## config.mk

```make
export PLATFORM = sky130hd
export DESIGN_NAME = fifo_stream_reader
export DESIGN_NICKNAME = d
export VERILOG_FILES = /design/src/rtl/fifo_stream_reader.sv
export SDC_FILE = /design/constraint.sdc
export NUM_CORES = 1
export LEC_CHECK = 0
export ABC_AREA = 1
export CAP_MARGIN = 25
export CORE_ASPECT_RATIO = 0.6
export CORE_UTILIZATION = 50
export CTS_CLUSTER_SIZE = 24
export DETAILED_ROUTE_END_ITERATION = 8
export PLACE_DENSITY = 0.75
export REMOVE_ABC_BUFFERS = 1
export SYNTH_ARGS = -nofsm -noshare
export SYNTH_HDL_FRONTEND = slang
export SYNTH_SLANG_ARGS = --single-unit
```

## constraint.sdc

```tcl
create_clock -name clk -period 4.9 [get_ports clk]
set_clock_uncertainty 0.1 [all_clocks]
set_input_delay 0.49 -clock clk [delete_from_list [all_inputs] [get_ports clk]]
set_output_delay 0.49 -clock clk [all_outputs]
set_load 0.01 [all_outputs]
```

## src/rtl/fifo_stream_reader.sv

```systemverilog
// Read-side consumer for the async FIFO: pops bytes under a 2-entry credit limit and
// re-presents them as a valid/ready byte stream with a per-packet last marker.
module fifo_stream_reader #(
  parameter int DATA_W    = 8,
  parameter int PKT_LEN   = 16,
  parameter int BUF_DEPTH = 2
) (
  input  logic              clk,
  input  logic              rst,
  input  logic              enable,
  input  logic [DATA_W-1:0] fifo_out,
  input  logic              fifo_empty,
  input  logic              fifo_almost_empty,
  output logic              fifo_r_en,
  output logic [DATA_W-1:0] m_data,
  output logic              m_valid,
  input  logic              m_ready,
  output logic              m_last,
  output logic [15:0]       byte_cnt,
  output logic [1:0]        dbg_state
);

  // Handshake: a byte transfers on every rising edge where m_valid & m_ready; once
  // m_valid rises, m_data/m_last hold until that transfer happens.

  typedef enum logic [1:0] {
    S_IDLE  = 2'd0,
    S_READ  = 2'd1,
    S_GUARD = 2'd2
  } state_t;

  localparam logic [1:0]  DEPTH_C  = 2'(BUF_DEPTH);
  localparam logic [15:0] LAST_IDX = 16'(PKT_LEN - 1);

  state_t            state_q, state_d;
  logic [DATA_W-1:0] mem_q [BUF_DEPTH];
  logic              head_q, tail_q;
  logic [1:0]        cnt_q;
  logic              inflight_q;
  logic [15:0]       pkt_idx_q;
  logic [15:0]       byte_cnt_q;

  logic       pop;
  logic [1:0] occ_free;
  logic       fetch_ok;
  logic       rd_en;

  assign m_valid   = (cnt_q != 2'd0);
  assign m_data    = mem_q[head_q];
  assign m_last    = m_valid & (pkt_idx_q == LAST_IDX);
  assign byte_cnt  = byte_cnt_q;
  assign dbg_state = state_q;
  assign fifo_r_en = rd_en;

  assign pop = m_valid & m_ready;
  // A pop in this cycle frees a slot in time for a read issued in this cycle.
  assign occ_free = cnt_q + {1'b0, inflight_q} - {1'b0, pop};
  assign fetch_ok = enable & ~fifo_empty & (occ_free < DEPTH_C);

  always_comb begin
    state_d = state_q;
    rd_en   = 1'b0;
    case (state_q)
      S_IDLE: begin
        if (fetch_ok) state_d = S_READ;
      end
      S_READ: begin
        // Gated live so enable, empty and credit take effect in the same cycle.
        rd_en = fetch_ok;
        if (fifo_almost_empty) state_d = S_GUARD;
        else if (!fetch_ok)    state_d = S_IDLE;
      end
      S_GUARD: begin
        state_d = S_IDLE;
      end
      default: state_d = S_IDLE;
    endcase
  end

  always_ff @(posedge clk or negedge rst) begin
    if (!rst) begin
      state_q    <= S_IDLE;
      head_q     <= 1'b0;
      tail_q     <= 1'b0;
      cnt_q      <= 2'd0;
      inflight_q <= 1'b0;
      pkt_idx_q  <= 16'd0;
      byte_cnt_q <= 16'd0;
      for (int i = 0; i < BUF_DEPTH; i++) mem_q[i] <= '0;
    end else begin
      state_q    <= state_d;
      inflight_q <= rd_en;
      cnt_q      <= cnt_q + {1'b0, inflight_q} - {1'b0, pop};
      if (inflight_q) begin
        mem_q[tail_q] <= fifo_out;
        tail_q        <= ~tail_q;
      end
      if (pop) begin
        head_q     <= ~head_q;
        byte_cnt_q <= byte_cnt_q + 16'd1;
        pkt_idx_q  <= (pkt_idx_q == LAST_IDX) ? 16'd0 : pkt_idx_q + 16'd1;
      end
    end
  end

endmodule
```

After elaboration in Yosys (flattened, before gate mapping)
Index checks and enable logic that the tools add are counted.

storage, ports and cells
  register bits after elaboration = 55
  input port bits = 14
  output and inout port bits = 29
  word-level logic and storage cells = 46

cells by class
  add/subtract/negate cells = 4
  magnitude comparators = 4
  equality and inequality tests = 4
  mux-type cells = 12
  bitwise gates (word level) = 9
  reductions and logical operators = 4

operators by type and width
  kind                   count
  $add 16x1->16 const B  2
  $mux 8                 4
  $bwmux 16              1
  $eq 16x4->1 const B    1
  $mux 16                1
  $demux 8 s1            1
  $mux 2                 3
  $and 1x1->1            4
  $ge 2x2->1 const B     2
  $not 1->2              2
  $pmux 2 s2             1
  $ne 3x3->1 const B     1
  $not 1->1              3
  $add 2x1->2            1
  $eq 2x1->1 const B     1
  $logic_not 2->1        1
  $lt 2x1->1 const B     1
  $lt 2x2->1 const B     1
  $ne 2x2->1 const B     1
  $reduce_and 2->1       1
  $reduce_bool 2->1      1
  $sub 2x1->2            1
  $logic_and 1x1->1      1
  $mux 1                 1

Logic depth before layout (Yosys ltp)
Gate-level depths: netlist of run 1.

  depth in word-level cells = 8
  depth in mapped cells = 9
  depth with buffers taken out = 9

Worst setup path before layout of run 1
OpenSTA, ideal clock, no wires.

  path kind = register to output
  start = reg cnt_q[1]
  end = out fifo_r_en
  data arrival time = 1737 ps
  data required time = 4310 ps
  slack = 2573 ps
  cell stages (with the launch flop) = 9
  path buffers = 1
  cells stage by stage = dfrtp_1 o21a_1 buf_2 ha_1 inv_1 ha_1 xnor2_1 nand2_1 nor2_1

on the way
  cells in the longest elaborated chain, start to end = 6
  elaborated cells on any way between the ends = 7
  those cells by class = 2 x add/sub; 1 x order compare; 1 x mux; 2 x bitwise; 1 x reduce/logical

ends and longest elaborated chain
  element                 line  RTL
  from (decl)             38    logic [1:0] cnt_q;
  from (signal assigned)  93    cnt_q <= cnt_q + {1'b0, inflight_q} - {1'b0, pop};
  $reduce_bool 2->1       48    assign m_valid = (cnt_q != 2'd0);
  $and 1x1->1             55    assign pop = m_valid & m_ready;
  named net pop           43    logic pop;
  $sub 2x1->2             57    assign occ_free = cnt_q + {1'b0, inflight_q} - {1'b0, pop};
  $lt 2x2->1              58    assign fetch_ok = enable & ~fifo_empty & (occ_free < DEPTH_C);
  $and 1x1->1             58
  $mux 1                  63    case (state_q)
  to (decl)               14    output logic fifo_r_en,

The timed path passes the listed nets, and every way through them passes these cells.

Worst setup path in the final report of run 1
  start = in m_ready
  end = out fifo_r_en

on the way
  cells in the longest elaborated chain, start to end = 5

ends and longest elaborated chain
  element      line  RTL
  from (decl)  17    input logic m_ready,
  $and 1x1->1  55
  $sub 2x1->2  57
  $lt 2x2->1   58
  $and 1x1->1  58
  $mux 1       63

No other way between the ends.

==> results of run 1 <==
## worst reg2reg max path, cell delays in order, from the launching register on
cell,delay [ns]
dfrtp_1,0.42
o21a_1,0.39
ha_1,0.38
inv_1,0.04
ha_1,0.18
xnor2_1,0.20
nand2_1,0.09
nor2_1,0.14
## worst max-delay path by stage
stage | endpoint
after floorplan | fifo_r_en
after global placement | fifo_r_en
after detailed placement | fifo_r_en
after CTS | fifo_r_en
after global routing | fifo_r_en
final | fifo_r_en
## registers in the layout, indices dropped and copies added, names as in the netlist
register,count
byte_cnt,16
mem_q,16
pkt_idx_q,16
cnt_q,2
dbg_state,2
head_q,1
inflight_q,1
tail_q,1
## cell type report
| type | count | area [um2] |
|---|---|---|
| Clock buffer | 6 | 82.6 |
| Multi-Input combinational cell | 256 | 1220 |
| Clock inverter | 2 | 35.0 |
| Fill cell | 449 | 1840 |
| Timing Repair Buffer | 43 | 423 |
| Inverter | 44 | 165 |
| Sequential cell | 55 | 1380 |
| Tap cell | 66 | 82.6 |
## per-stage QoR
step / power (mW) / instance area [um2]
after CTS: 1.74 / 3390
after global placement: 1.41 / 3270
after global routing: 1.87 / 3390
after detailed placement: 1.43 / 3270
final: 1.73 / 3390
after floorplan: 1.13 / 2770
## synth_stat cells (2+ instances only)
cell type / count / share of area (%)
nor3_1: 3 / 0.54
o21ai_1: 4 / 0.71
a21oi_1: 2 / 0.36
nor2_4: 2 / 0.80
xor2_1: 16 / 5.0
buf_2: 4 / 0.71
inv_1: 42 / 5.6
nand2_4: 2 / 0.80
o21ai_0: 21 / 3.8
nand3_1: 16 / 2.9
dfrtp_1: 55 / 49
nand2_2: 2 / 0.45
nor2_1: 43 / 5.8
xnor2_1: 4 / 1.3
nor2_2: 4 / 0.89
nand2_1: 124 / 17
nand4_1: 4 / 0.89
ha_1: 4 / 1.8
## metal layers
layer / routed length, um / track usage (%) / vias to the layer above
li1: - / - / 1198
met1: 3110 / 32.4 / 1089
met2: 2320 / 29.8 / 57
met3: 312 / 4.80 / 4
met4: 42 / 5.54 / 0
met5: 0 / 0 / -
## cells by family after synthesis
family	count (synthesis)
XOR/XNOR	20
buffers and inverters	50
AO/OA/AOI/OAI	29
flip-flops	55
AND/OR/NAND/NOR	203
adder cells (fa/ha/maj)	4
## power breakdown
part	internal (mW)	switching, mW	leakage, nW
clock	0.166	0.149	0.0612
sequential	0.607	0.142	0.657
combinational	0.318	0.353	0.999
==> results.rst, run 1 <==
.. list-table::
   :header-rows: 1

   * - Metric
     - Value
   * - Layout overhead on the synthesized area
     - 21.0%
   * - Clock insertion delay at the later pin of the skew report
     - roughly 0.31 ns
   * - Placement-stage worst setup slack
     - 1.29 ns
   * - Hpwl dp
     - between 4 and 5 mm
   * - Setup repair after global routing missed its margin
     - no
   * - Root buffer cell
     - clkbuf_8
   * - IO Pins
     - 43
   * - Slew at the pin closest to its max-slew limit
     - 0.698 ns
   * - Adder and majority cell fraction of the synthesized area
     - around 1.8%
   * - Cell Rows
     - 20
   * - TritonCTS clock tree
     - yes
   * - Biggest fanout along the worst timing path
     - 16
   * - Number of global-route vias before repair
     - 2015
   * - Sequential share of the synthesized area
     - around half
   * - Fraction of the mapped netlist area in compound gates
     - ~5.4%
   * - Fraction of layout cells with a size suffix above 1
     - about 5.4%
   * - Clk buf depth
     - 2
   * - Highest attainable clock frequency
     - about 0.28 GHz
   * - Worst setup SP type
     - primary input
   * - Overall die area
     - 5920 um2
   * - Req. time, crit path
     - ~4.3 ns
   * - Post-synthesis share of cell area spent on xor and xnor gates
     - between 6 and 7%
   * - Final Non-Filler Cells
     - approximately 470
   * - Critical path launch point
     - m_ready
   * - Wire length of the first global-routing pass
     - about 9.5 mm
   * - Fin crit share
     - between 70% and 80%
   * - Reported max-cap violation count
     - 0
   * - Worst min-delay path category
     - in -> async
   * - Antenna cell count
     - 0
   * - Dominant combinational cell family by area after synthesis
     - simple AND/OR/NAND/NOR gates
   * - GRT overflow
     - 0
   * - Number of library cell types mapped by synthesis
     - 27
   * - Run status
     - finished, final reports clean
   * - Peak supply drop
     - 0.261 mV
   * - # placed instances
     - between 400 and 500
   * - Average cell area after synthesis
     - between 7 and 8 um2
   * - Effective utilization at floorplan
     - 53.6%
   * - Number of design-rule violations left by the first detailed-router iteration
     - approximately 140
   * - First-pass iteration count of the detailed router
     - 5
   * - Count of flip-flops with a built-in enable after synthesis
     - 0
   * - Post-DR wirelength/cell
     - between 10 and 15 um
   * - Path length in cells of the critical path
     - 9
   * - Clock period minus worst slack
     - around 3.6 ns
   * - Most frequently used flop master after synthesis
     - dfrtp_1
   * - Final count of negative-setup-slack endpoints
     - 0
   * - Number of cell instances on the worst register-to-register path
     - 7
   * - Worst setup slack after layout
     - around 1.3 ns
   * - Setup TNS
     - 0 ns
   * - Final Routed Wirelength
     - 5.79 mm
   * - Maximum number of pins on one net before global-route repair
     - 56
   * - Core Box Area
     - between 5000 and 6000 um2
   * - H-tree lvl count
     - 2
   * - Gp weighted congestion
     - between 0.8 and 0.9
   * - Highest-count cells in the layout ignoring fill and taps
     - 124 x nand2_1, 55 x dfrtp_1, 43 x nor2_1
   * - Critical path capture point type
     - output port
   * - Hold buffers post-CTS
     - 0
   * - FF-to-FF Start
     - cnt_q[1]$_DFF_PN0_
   * - CP Class
     - in -> out
   * - Arrival time of data at the critical path endpoint
     - roughly 3.0 ns
   * - Async set or reset register ratio after synthesis
     - between 90% and 100%
   * - Count of state elements after synthesis
     - between 50 and 60
   * - CP max stage cell
     - clkdlybuf4s50_1
   * - Crit-path max cell delay
     - between 0.5 and 0.6 ns
   * - Die boundary width
     - about 100 um
   * - Clock-pin slew on the worst setup and hold paths
     - approximately 0.090 ns
   * - Total power divided by cell area
     - just over 500 nW/um2
   * - Multiplexer area fraction after synthesis
     - 0%
   * - Worst reg2reg path endpoint
     - inflight_q$_DFF_PN0_
   * - Total Routing Usage GR
     - between 20% and 30%
   * - Post-cts repair resize count
     - 0
   * - Post-route ant nets
     - 0
   * - Combined buffer and inverter count along the critical path
     - 3
   * - Worst hold-check slack
     - around 0.2 ns
   * - Critical path, cell by cell
     - clkdlybuf4s50_1 -> o21a_1 -> ha_1 -> inv_1 -> ha_1 -> xnor2_1 -> nand2_1 -> nor2_1 -> clkdlybuf4s50_1
   * - Leakage power summed over all cells
     - approximately 1.7 nW
   * - Utilization after layout
     - 64.8%
   * - Hold violation total from the final report
     - 0
   * - Total of buffers placed on input and output ports
     - 42
   * - Reg2reg setup slack
     - about 2.9 ns
   * - Final nets
     - around 420
   * - Synthesis Warnings
     - 0
   * - Die boundary height
     - between 50 and 60 um
   * - Number of antenna violations at the first check in global routing
     - 0
   * - Most common cell after layout, fill and taps aside
     - nand2_1
   * - Tightest slew margin relative to the limit
     - 53.5%
   * - Cell type group with the largest total delay on the critical path
     - buffers and inverters
   * - Mapped cell area
     - 2800 um2
   * - Final Max Slew Viols
     - 0
   * - Total CTS buffers
     - 5
   * - Setup Buffers After CTS
     - 0
   * - Vias/cell
     - a little under 5
   * - DRC violation count after routing
     - 0
   * - Cell count after synthesis
     - 361
   * - CTS sink count
     - 55
   * - Simple-gate share of the synthesized area
     - a little under a third
   * - Vias after detailed routing
     - approximately 2300
Note: power is estimated with default switching activity, not from simulation.
==> run 2: changes to the inputs <==
--- a/config.mk
+++ b/config.mk
@@ -8,7 +8,7 @@
 export ABC_AREA = 1
 export CAP_MARGIN = 25
 export CORE_ASPECT_RATIO = 0.6
-export CORE_UTILIZATION = 50
+export CORE_UTILIZATION = 48
 export CTS_CLUSTER_SIZE = 24
 export DETAILED_ROUTE_END_ITERATION = 8
 export PLACE_DENSITY = 0.75
==> constraint.sdc (replaced) <==
create_clock -name clk -period 3.2 [get_ports clk]
set_clock_uncertainty 0.1 [all_clocks]
set_input_delay 0.32 -clock clk [delete_from_list [all_inputs] [get_ports clk]]
set_output_delay 0.32 -clock clk [all_outputs]
set_load 0.01 [all_outputs]
==> run 2 against run 1 <==
Die area grew 4.0%. Combinational power is 57% higher. Power rose by 51%. Sequential cell count is the same. Critical endpoint unchanged. Worst hold slack gained 0.17 ns. Sequential power increased by 54%. Register-to-register slack got worse by 1.5 ns. Critical path type unchanged. Count of clock-buffer cells in the layout grew 2. Largest cell class unchanged. Via count is 0.13% higher. Cell count up 3.4%. Critical path depth stayed put.
==> results.rst, run 2 (synthesis gave the netlist of run 1 again) <==
.. list-table::
   :header-rows: 1

   * - Metric
     - Value
   * - Root buffer cell
     - clkbuf_8 (unchanged)
   * - Worst min-delay path category
     - reg -> reg (was in -> async)
   * - Fraction of layout cells with a size suffix above 1
     - 5.39% (was 5.42%)
   * - Vias/cell
     - 4.82 (was 4.97)
   * - Die boundary height
     - 61.2 um (was 60.0 um)
   * - Number of cell instances on the worst register-to-register path
     - 7 (unchanged)
   * - Final nets
     - 425 (was 423)
   * - Clock period minus worst slack
     - about 2.9 ns
   * - Antenna cell count
     - 0 (unchanged)
   * - Final Routed Wirelength
     - 6.10 mm (was 5.79 mm)
   * - Reported max-cap violation count
     - 0 (unchanged)
   * - Instance count along the most critical hold path
     - 1
   * - Reg area
     - 1380 um2 (unchanged)
   * - Wire length of the first global-routing pass
     - 10.6 mm (was 9.53 mm)
   * - IO Pins
     - 43 (unchanged)
   * - First-pass iteration count of the detailed router
     - 4 (was 5)
   * - Post-DR wirelength/cell
     - 12.5 um (was 12.3 um)
   * - Hold violation total from the final report
     - 0 (unchanged)
   * - Post-route ant nets
     - 0 (unchanged)
   * - Fin crit share
     - 91.0%
   * - Highest attainable clock frequency
     - about 0.34 GHz
   * - Number of antenna violations at the first check in global routing
     - 0 (unchanged)
   * - Total CTS buffers
     - 5 (unchanged)
   * - Clk buf depth
     - 2 (unchanged)
   * - Post-cts repair resize count
     - 0 (unchanged)
   * - Leakage power summed over all cells
     - 1.72 nW (about the same)
   * - Effective utilization at floorplan
     - 50.1% (was 53.6%)
   * - Final Max Slew Viols
     - 0 (unchanged)
   * - Biggest fanout along the worst timing path
     - 2 (was 16)
   * - CP Class
     - in -> out (unchanged)
   * - Maximum number of pins on one net before global-route repair
     - 33 (was 56)
   * - Tightest slew margin relative to the limit
     - 47.8% (was 53.5%)
   * - Worst setup SP type
     - primary input (unchanged)
   * - Final-layout fill cell count
     - 517 (was 449)
   * - Number of global-route vias before repair
     - 2194 (was 2015)
   * - Setup TNS
     - 0 ns (unchanged)
   * - Total power divided by cell area
     - 768 nW/um2 (was 512 nW/um2)
   * - Highest-count cells in the layout ignoring fill and taps
     - 124 x nand2_1, 55 x dfrtp_1, 43 x nor2_1 (unchanged)
   * - Final count of negative-setup-slack endpoints
     - 0 (unchanged)
   * - Clock insertion delay at the later pin of the skew report
     - 0.30 ns (was 0.31 ns)
   * - Critical path capture point type
     - output port (unchanged)
   * - DRC violation count after routing
     - 0 (unchanged)
   * - Peak supply drop
     - 0.316 mV (was 0.261 mV)
   * - Run status
     - finished, final reports clean (unchanged)
   * - Setup repair after global routing missed its margin
     - no (unchanged)
   * - Total Routing Usage GR
     - 22.7% (was 21.1%)
   * - Post-route cell area
     - 3410 um2 (was 3390 um2)
   * - Req. time, crit path
     - 2.78 ns (was 4.31 ns)
   * - Number of design-rule violations left by the first detailed-router iteration
     - 147 (was 142)
   * - Layout overhead on the synthesized area
     - 21.6% (was 21.0%)
   * - Hpwl dp
     - 4.44 mm (was 4.16 mm)
   * - Placement-stage worst setup slack
     - 0.287 ns (was 1.29 ns)
   * - TritonCTS clock tree
     - yes (unchanged)
   * - Total area of multi-input combinational cells
     - 1220 um2 (unchanged)
   * - Utilization after layout
     - 60.9% (was 64.8%)
   * - Gp weighted congestion
     - 0.908 (was 0.851)
   * - Overall die area
     - 6160 um2 (was 5920 um2)
   * - H-tree lvl count
     - 2 (unchanged)
   * - Slew at the pin closest to its max-slew limit
     - 0.782 ns (was 0.698 ns)
   * - Cell Rows
     - 21 (was 20)
   * - Arrival time of data at the critical path endpoint
     - 2.49 ns (was 3.02 ns)
   * - GRT overflow
     - 0 (unchanged)
   * - Placed Area
     - 3300 um2 (was 3270 um2)
   * - Worst setup slack after layout
     - 0.289 ns (was 1.29 ns)
   * - Most common cell after layout, fill and taps aside
     - nand2_1 (unchanged)
   * - Core Box Area
     - 5600 um2 (was 5230 um2)
   * - CTS sink count
     - 55 (unchanged)
   * - Die boundary width
     - 101 um (was 98.6 um)
   * - Vias after detailed routing
     - 2351 (was 2348)
   * - Total of buffers placed on input and output ports
     - 42 (unchanged)
   * - Clock-pin slew on the worst setup and hold paths
     - 0.09 ns (about the same)
[run 2: where the power goes]
group	switching [mW]	leakage [nW]	total [mW]	internal (mW)
sequential	0.218	0.657	1.15	0.929
clock	0.221	0.0515	0.419	0.198
combinational	0.559	1.01	1.05	0.491
[run 2: worst max-delay path: stages]
cell             delay (ns)
clkdlybuf4s50_1        0.47
o21a_1                 0.16
ha_1                   0.27
inv_1                  0.04
ha_1                   0.18
xnor2_1                0.24
nand2_1                0.10
nor2_1                 0.15
clkdlybuf4s50_1        0.56
[run 2: stage by stage]
step           std cells  hold WS (ns)  power, mW
2_1_floorplan        355       -0.0756       1.73
3_3_place_gp         479         0.326       2.17
3_5_place_dp         479         0.336       2.21
4_1_cts              488         0.371       2.63
5_1_grt              488         0.414       2.84
6_report             488         0.373       2.62
[run 2: timing repair]
item,in CTS,in global routing
setup buffers,0,0
hold endpoints to repair,4,0
hold buffers,1,0
[run 2: final cells by class]
cell class                 instances  area share, %
multi-input combinational        256           36.0
inverter                          44           4.85
sequential                        55           40.4
timing repair buffer              45           12.9
tap                               80           2.94
clock buffer                       8           2.94
[run 2: path summary, 6_finish.rpt]
path                                                from                  endpoint  slack [ns]
worst max-delay path                             m_ready                 fifo_r_en        0.29
max in group asynchronous                            rst      mem_q[1]$_DFFE_PN0P_        1.65
worst min register to register  dbg_state[1]$_DFFE_PN0P_  dbg_state[1]$_DFFE_PN0P_        0.37
worst min-delay path            dbg_state[1]$_DFFE_PN0P_  dbg_state[1]$_DFFE_PN0P_        0.37
worst max register to register        cnt_q[1]$_DFF_PN0_      inflight_q$_DFF_PN0_        1.40
min in group asynchronous                            rst  pkt_idx_q[7]$_DFFE_PN0P_        0.52
[run 2: metal layers]
metal	vias to the layer above	track usage (%)	share of wire [%]
met1	1082	34.9	54
met5	-	0	0
met4	0	5.38	0.64
met3	5	4.88	6.1
met2	65	32.5	39
li1	1199	-	-
==> run 3: changes to the inputs <==
--- a/config.mk
+++ b/config.mk
@@ -13,6 +13,7 @@
 export DETAILED_ROUTE_END_ITERATION = 8
 export PLACE_DENSITY = 0.75
 export REMOVE_ABC_BUFFERS = 1
+export SLEW_MARGIN = 15
 export SYNTH_ARGS = -nofsm -noshare
 export SYNTH_HDL_FRONTEND = slang
 export SYNTH_SLANG_ARGS = --single-unit
==> results of run 3 <==
No change in the layout: final DEF, timing and power equal those of run 2.
